**config.mk**
```make
export PLATFORM = sky130hd
export DESIGN_NAME = fetch_unit
export DESIGN_NICKNAME = d
export VERILOG_FILES = /design/src/rtl/fetch_unit.sv
export SDC_FILE = /design/constraint.sdc
export NUM_CORES = 1
export LEC_CHECK = 0
export ABC_CLOCK_PERIOD_IN_PS = 4300
export BUFFER_PORTS_ARGS = -buffer_cell sky130_fd_sc_hd__buf_4
export CAP_MARGIN = 0
export CORE_MARGIN = 1.5
export CORE_UTILIZATION = 30
export DETAILED_ROUTE_END_ITERATION = 10
export HOLD_SLACK_MARGIN = 0.06
export PLACE_DENSITY_LB_ADDON = 0.08
export SKIP_LAST_GASP = 1
export SYNTH_ARGS = -nofsm -noshare
export SYNTH_HDL_FRONTEND = slang
export SYNTH_SLANG_ARGS = --single-unit
```
**constraint.sdc**
```tcl
create_clock -name clk -period 4.3 [get_ports clk]
set_clock_uncertainty 0.05 [all_clocks]
set_input_delay 0.86 -clock clk [delete_from_list [all_inputs] [get_ports clk]]
set_output_delay 0.86 -clock clk [all_outputs]
set_load 0.01 [all_outputs]
```
**src/rtl/fetch_unit.sv**
```systemverilog
// RISC-V instruction fetch stage: PC, imem req/rvalid handshake, IR and field decode.
// Optional FETCH_MISALIGN_TRAP_EN traps misaligned branch targets into a HALT state.
module fetch_unit #(
    parameter logic [31:0] RESET_PC = 32'h0000_0000
) (
    input  logic        clk,
    input  logic        rst,
    output logic        imem_req,
    output logic [31:0] imem_addr,
    input  logic        imem_rvalid,
    input  logic [31:0] imem_rdata,
    output logic        instr_valid,
    input  logic        instr_ready,
    input  logic        PCSrc,
    input  logic [31:0] PCTarget,
    output logic [31:0] instr,
    output logic [31:0] pc,
    output logic [31:0] pc_plus4,
    output logic [6:0]  opcode,
    output logic [2:0]  funct3,
    output logic [6:0]  funct7,
    output logic [4:0]  rd,
    output logic [4:0]  rs1,
    output logic [4:0]  rs2,
    output logic [31:0] fetch_count,
    output logic        fetch_fault
);

    localparam logic [31:0] NOP = 32'h0000_0013;

`ifdef FETCH_MISALIGN_TRAP_EN
    typedef enum logic [1:0] {S_REQ, S_VALID, S_HALT} state_e;
`else
    typedef enum logic [1:0] {S_REQ, S_VALID} state_e;
`endif

    state_e      state_q, state_d;
    logic [31:0] pc_q, pc_d;
    logic [31:0] ir_q, ir_d;
    logic [31:0] cnt_q, cnt_d;
    logic        accept;

    assign pc_plus4 = pc_q + 32'd4;
    assign accept   = (state_q == S_VALID) && instr_ready;

`ifdef FETCH_MISALIGN_TRAP_EN
    logic fault_q, fault_d;
    logic misaligned;

    assign misaligned  = PCSrc && (PCTarget[1:0] != 2'b00);
    assign fetch_fault = fault_q;
`else
    assign fetch_fault = 1'b0;
`endif

    always_comb begin
        state_d = state_q;
        pc_d    = pc_q;
        ir_d    = ir_q;
        cnt_d   = cnt_q;
`ifdef FETCH_MISALIGN_TRAP_EN
        fault_d = fault_q;
`endif
        case (state_q)
            S_REQ: begin
                if (imem_rvalid) begin
                    ir_d    = imem_rdata;
                    state_d = S_VALID;
                end
            end
            S_VALID: begin
                if (accept) begin
                    cnt_d   = cnt_q + 32'd1;
                    state_d = S_REQ;
`ifdef FETCH_MISALIGN_TRAP_EN
                    if (misaligned) begin
                        fault_d = 1'b1;
                        state_d = S_HALT;
                    end else begin
                        pc_d = PCSrc ? PCTarget : pc_plus4;
                    end
`else
                    // Low target bits are dropped: fetch stays word-aligned
                    pc_d = PCSrc ? (PCTarget & 32'hFFFF_FFFC)
                                 : pc_plus4;
`endif
                end
            end
`ifdef FETCH_MISALIGN_TRAP_EN
            S_HALT: state_d = S_HALT;
`endif
            default: state_d = S_REQ;
        endcase
    end

    always_ff @(posedge clk or posedge rst) begin
        if (rst) begin
            state_q <= S_REQ;
            pc_q    <= RESET_PC;
            ir_q    <= NOP;
            cnt_q   <= 32'd0;
`ifdef FETCH_MISALIGN_TRAP_EN
            fault_q <= 1'b0;
`endif
        end else begin
            state_q <= state_d;
            pc_q    <= pc_d;
            ir_q    <= ir_d;
            cnt_q   <= cnt_d;
`ifdef FETCH_MISALIGN_TRAP_EN
            fault_q <= fault_d;
`endif
        end
    end

    // Request drops the moment reset asserts so an in-flight fetch is abandoned
    assign imem_req    = (state_q == S_REQ) && !rst;
    assign imem_addr   = pc_q;
    assign instr_valid = (state_q == S_VALID);

    assign instr       = ir_q;
    assign pc          = pc_q;
    assign fetch_count = cnt_q;
    assign opcode      = ir_q[6:0];
    assign rd          = ir_q[11:7];
    assign funct3      = ir_q[14:12];
    assign rs1         = ir_q[19:15];
    assign rs2         = ir_q[24:20];
    assign funct7      = ir_q[31:25];

endmodule

```
==> metrics.json <==
{
  "timing.final.max_slew_violations": 0,
  "dieArea_um2": 19700,
  "synth-compound-area-share_pct": 9.06,
  "ys_seq_area_share_pct": 42.1,
  "layout_cells_sized_above_1_pct": 42.9,
  "synth_top_area_cell": "dfrtp_1",
  "power.density_cell_area_nw_per_um2": 466,
  "cts.hold.buffers_added": 0,
  "critical_path_required_ns": 3.39,
  "holdWs_ns": 0.428,
  "area_growth_pct": 33.7,
  "layout.cells.most_common": "buf_4",
  "yosys_most_used_dff": "dfrtp_1",
  "r2r-start": "state_q[0]",
  "final_hold_vios": 0,
  "final_net_count": 824,
  "gr-usage-all-layers_pct": 17.0,
  "most-common-layout-cells": "buf_4 (260), dfrtp_1 (92), xnor2_1 (40), nand2_1 (38), mux2_2 (32)",
  "fin_crit_ns": 3.53,
  "min_delay_worst_endpoint": "fetch_count[31]",
  "crit_path_max_fanout": 11,
  "path_class": "flip-flop to primary output",
  "hold_path.class": "flip-flop to flip-flop",
  "area_of_the_core_um2": 18600,
  "max-vdd-ir-drop_mv": 0.152,
  "grt_max_degree": 64,
  "power.total_mw": 3.52,
  "globalRouteOverflowTotal": 0,
  "worst-r2r-cell-count": 4,
  "wl_mm": 17.1,
  "leakagePower_nw": 3.48,
  "dominant_combinational_cell_family_by_area_after_synthesis": "simple AND/OR/NAND/NOR gates",
  "synth-simple-area-share_pct": 20.0,
  "clk_pin_slew_worst_paths_ns": 0.08,
  "asyncSetResetFlopFracSynth_pct": 100,
  "max_slew.worst_pin.slew_ns": 1.12,
  "cts_tree": "built",
  "cts_resized": 0,
  "drt_first_pass_iters": 4,
  "timing.rr.end": "fetch_count[21]",
  "whs_path_depth": 1,
  "via_density_per_instance": 5.01,
  "die_width_um": 140,
  "number_of_placed_i_o_pins": 264,
  "critical_path_arrival_ns": 2.62,
  "numPortBuffers": 254,
  "floorplan.initialDensity_pct": 30.5,
  "wl_per_cell_um": 17.2,
  "type_of_destination_of_the_critical_path": "primary output",
  "cts_root_buf": "clkbuf_16",
  "postCtsSetupBuffers": 0,
  "postSynthRegisterBits": 95,
  "setup_repair_after_global_routing_missed_its_margin": "no",
  "run_status": "complete, no violations",
  "hp-start": "fetch_count[31]",
  "route.vias.total": 4963,
  "synthCells": 580,
  "synth.lib_cells_used.distinct": 55,
  "layout_worst_path_cycle_share_pct": 82.1,
  "yosys.area_share.adder_pct": 0.442,
  "max_cap_violations": 0,
  "fmax_mhz": 283,
  "clock_tree.htree_level_count": 3,
  "antenna_found_initial": 0,
  "synthXorXnorAreaFrac_pct": 9.13,
  "antenna_left": 0,
  "postSynthAreaPerCell_um2": 9.76,
  "synthMuxAreaShare_pct": 6.72,
  "dp.final_hpwl_mm": 12.3,
  "timing.setup.tns_ns": 0,
  "ys_top_cells_by_area": "dfrtp_1 (41%), buf_4 (9.3%), mux2_2 (6.4%)",
  "fp-row-count": 50,
  "detail_route.drc_violations": 0,
  "numClockSinks": 95,
  "post_synth_instance_area_um2": 5660,
  "buffers_from_clock_root_to_sink_at_most": 2,
  "first_pass_grt_wire_length_mm": 26.4,
  "drtIter0Drc": 336,
  "setup_violations": 0,
  "inserted_clock_buffers": 9,
  "synth-edff-count": 0,
  "grt_pass1_vias": 4722,
  "clock_latency_ns": 0.34,
  "die_height_um": 140,
  "yosysWarningCount": 0,
  "antennaDiodeCount": 0,
  "post-synth-top-area-fraction_pct": 40.7,
  "relSlewSlack_pct": 24.9,
  "gp_congestion": 0.806,
  "critPathLaunchType": "flip-flop",
  "timing.reg2reg.setup_slack_ns": 1.91
}
-- power by group --
group | switching [mW] | leakage (nW) | internal (mW)
Clock | 0.371 | 0.146 | 0.461
Combinational | 0.607 | 2.18 | 0.724
Sequential | 0.291 | 1.15 | 1.07
-- Yosys cell counts, drive strengths merged, types with 3 or more instances --
library cell,instances
and4,11
dfrtp,92
nor2,27
o2bb2ai,5
clkbuf,19
a32oi,3
o41ai,3
xnor2,40
nand2,39
and2,6
o21ai,19
nand3,21
or3,9
o211ai,10
a21oi,15
inv,10
nand4,27
o311ai,3
and3,22
buf,85
mux2,32
a22oi,7
nor3,17
or4,3
xor2,19
nor4,9
dfstp,3
-- how the worst max path moves through the flow --
stage            startpoint             end  slack, ns  depth (start not counted)
6_report       imem_addr[2]    pc_plus4[30]       0.77                          6
5_1_grt        imem_addr[2]    pc_plus4[30]       0.57                          6
4_1_cts        imem_addr[2]    pc_plus4[30]       0.72                          6
3_5_place_dp   imem_addr[2]    pc_plus4[30]       1.14                          6
3_3_place_gp   imem_addr[2]    pc_plus4[30]       1.12                          6
2_1_floorplan           rst  fetch_count[0]       0.92                          1
-- flip-flops by register name, summed over array words and instances, names as in the netlist --
name,flops
fetch_count,32
state_q,1
instr,32
imem_addr,30
-- through the flow --
step | setup slack, ns | cell area, um^2 | util [%] | cells
floorplan | 0.918 | 5680 | - | 586
global placement | 1.12 | 7270 | 39.1 | 976
detailed placement | 1.14 | 7270 | 39.1 | 976
CTS | 0.724 | 7570 | 40.7 | 991
global route | 0.575 | 7570 | 40.7 | 991
finish | 0.771 | 7570 | 40.7 | 991
-- cell families after synthesis --
group	after synthesis
other	1
DFF	95
xor gates and xnor gates	59
AOI/OAI and AO/OA	76
muxes	34
adders and majority gates	2
buffers and inverters	114
and+or+nand+nor	199
-- layer usage --
metal  wire length [um]  part of all wire (%)  track usage, %
met5                  0                     0               0
met4                316                   1.9            6.43
met3               1150                   6.8            3.21
met2               8210                    48            28.3
met1               7380                    43            21.9
-- critical path, cell delays in order (launching register included) --
cell and delay, ns:
dfrtp_1 0.50, ha_1 0.28, and4_1 0.26, nand4_1 0.42, or3_1 0.51, xnor2_1 0.16, buf_4 0.14
-- layout make-up --
cell class / instances / area (um^2)
multi-input cells: 377 / 2600
clock buffers: 9 / 225
flip-flops and latches: 95 / 2380
inverters: 10 / 40.0
well taps: 234 / 293
fillers: 1886 / 11000
repair buffers: 260 / 1950
clock inverters: 6 / 77.6
No activity file was read; power rests on OpenSTA's default activity.
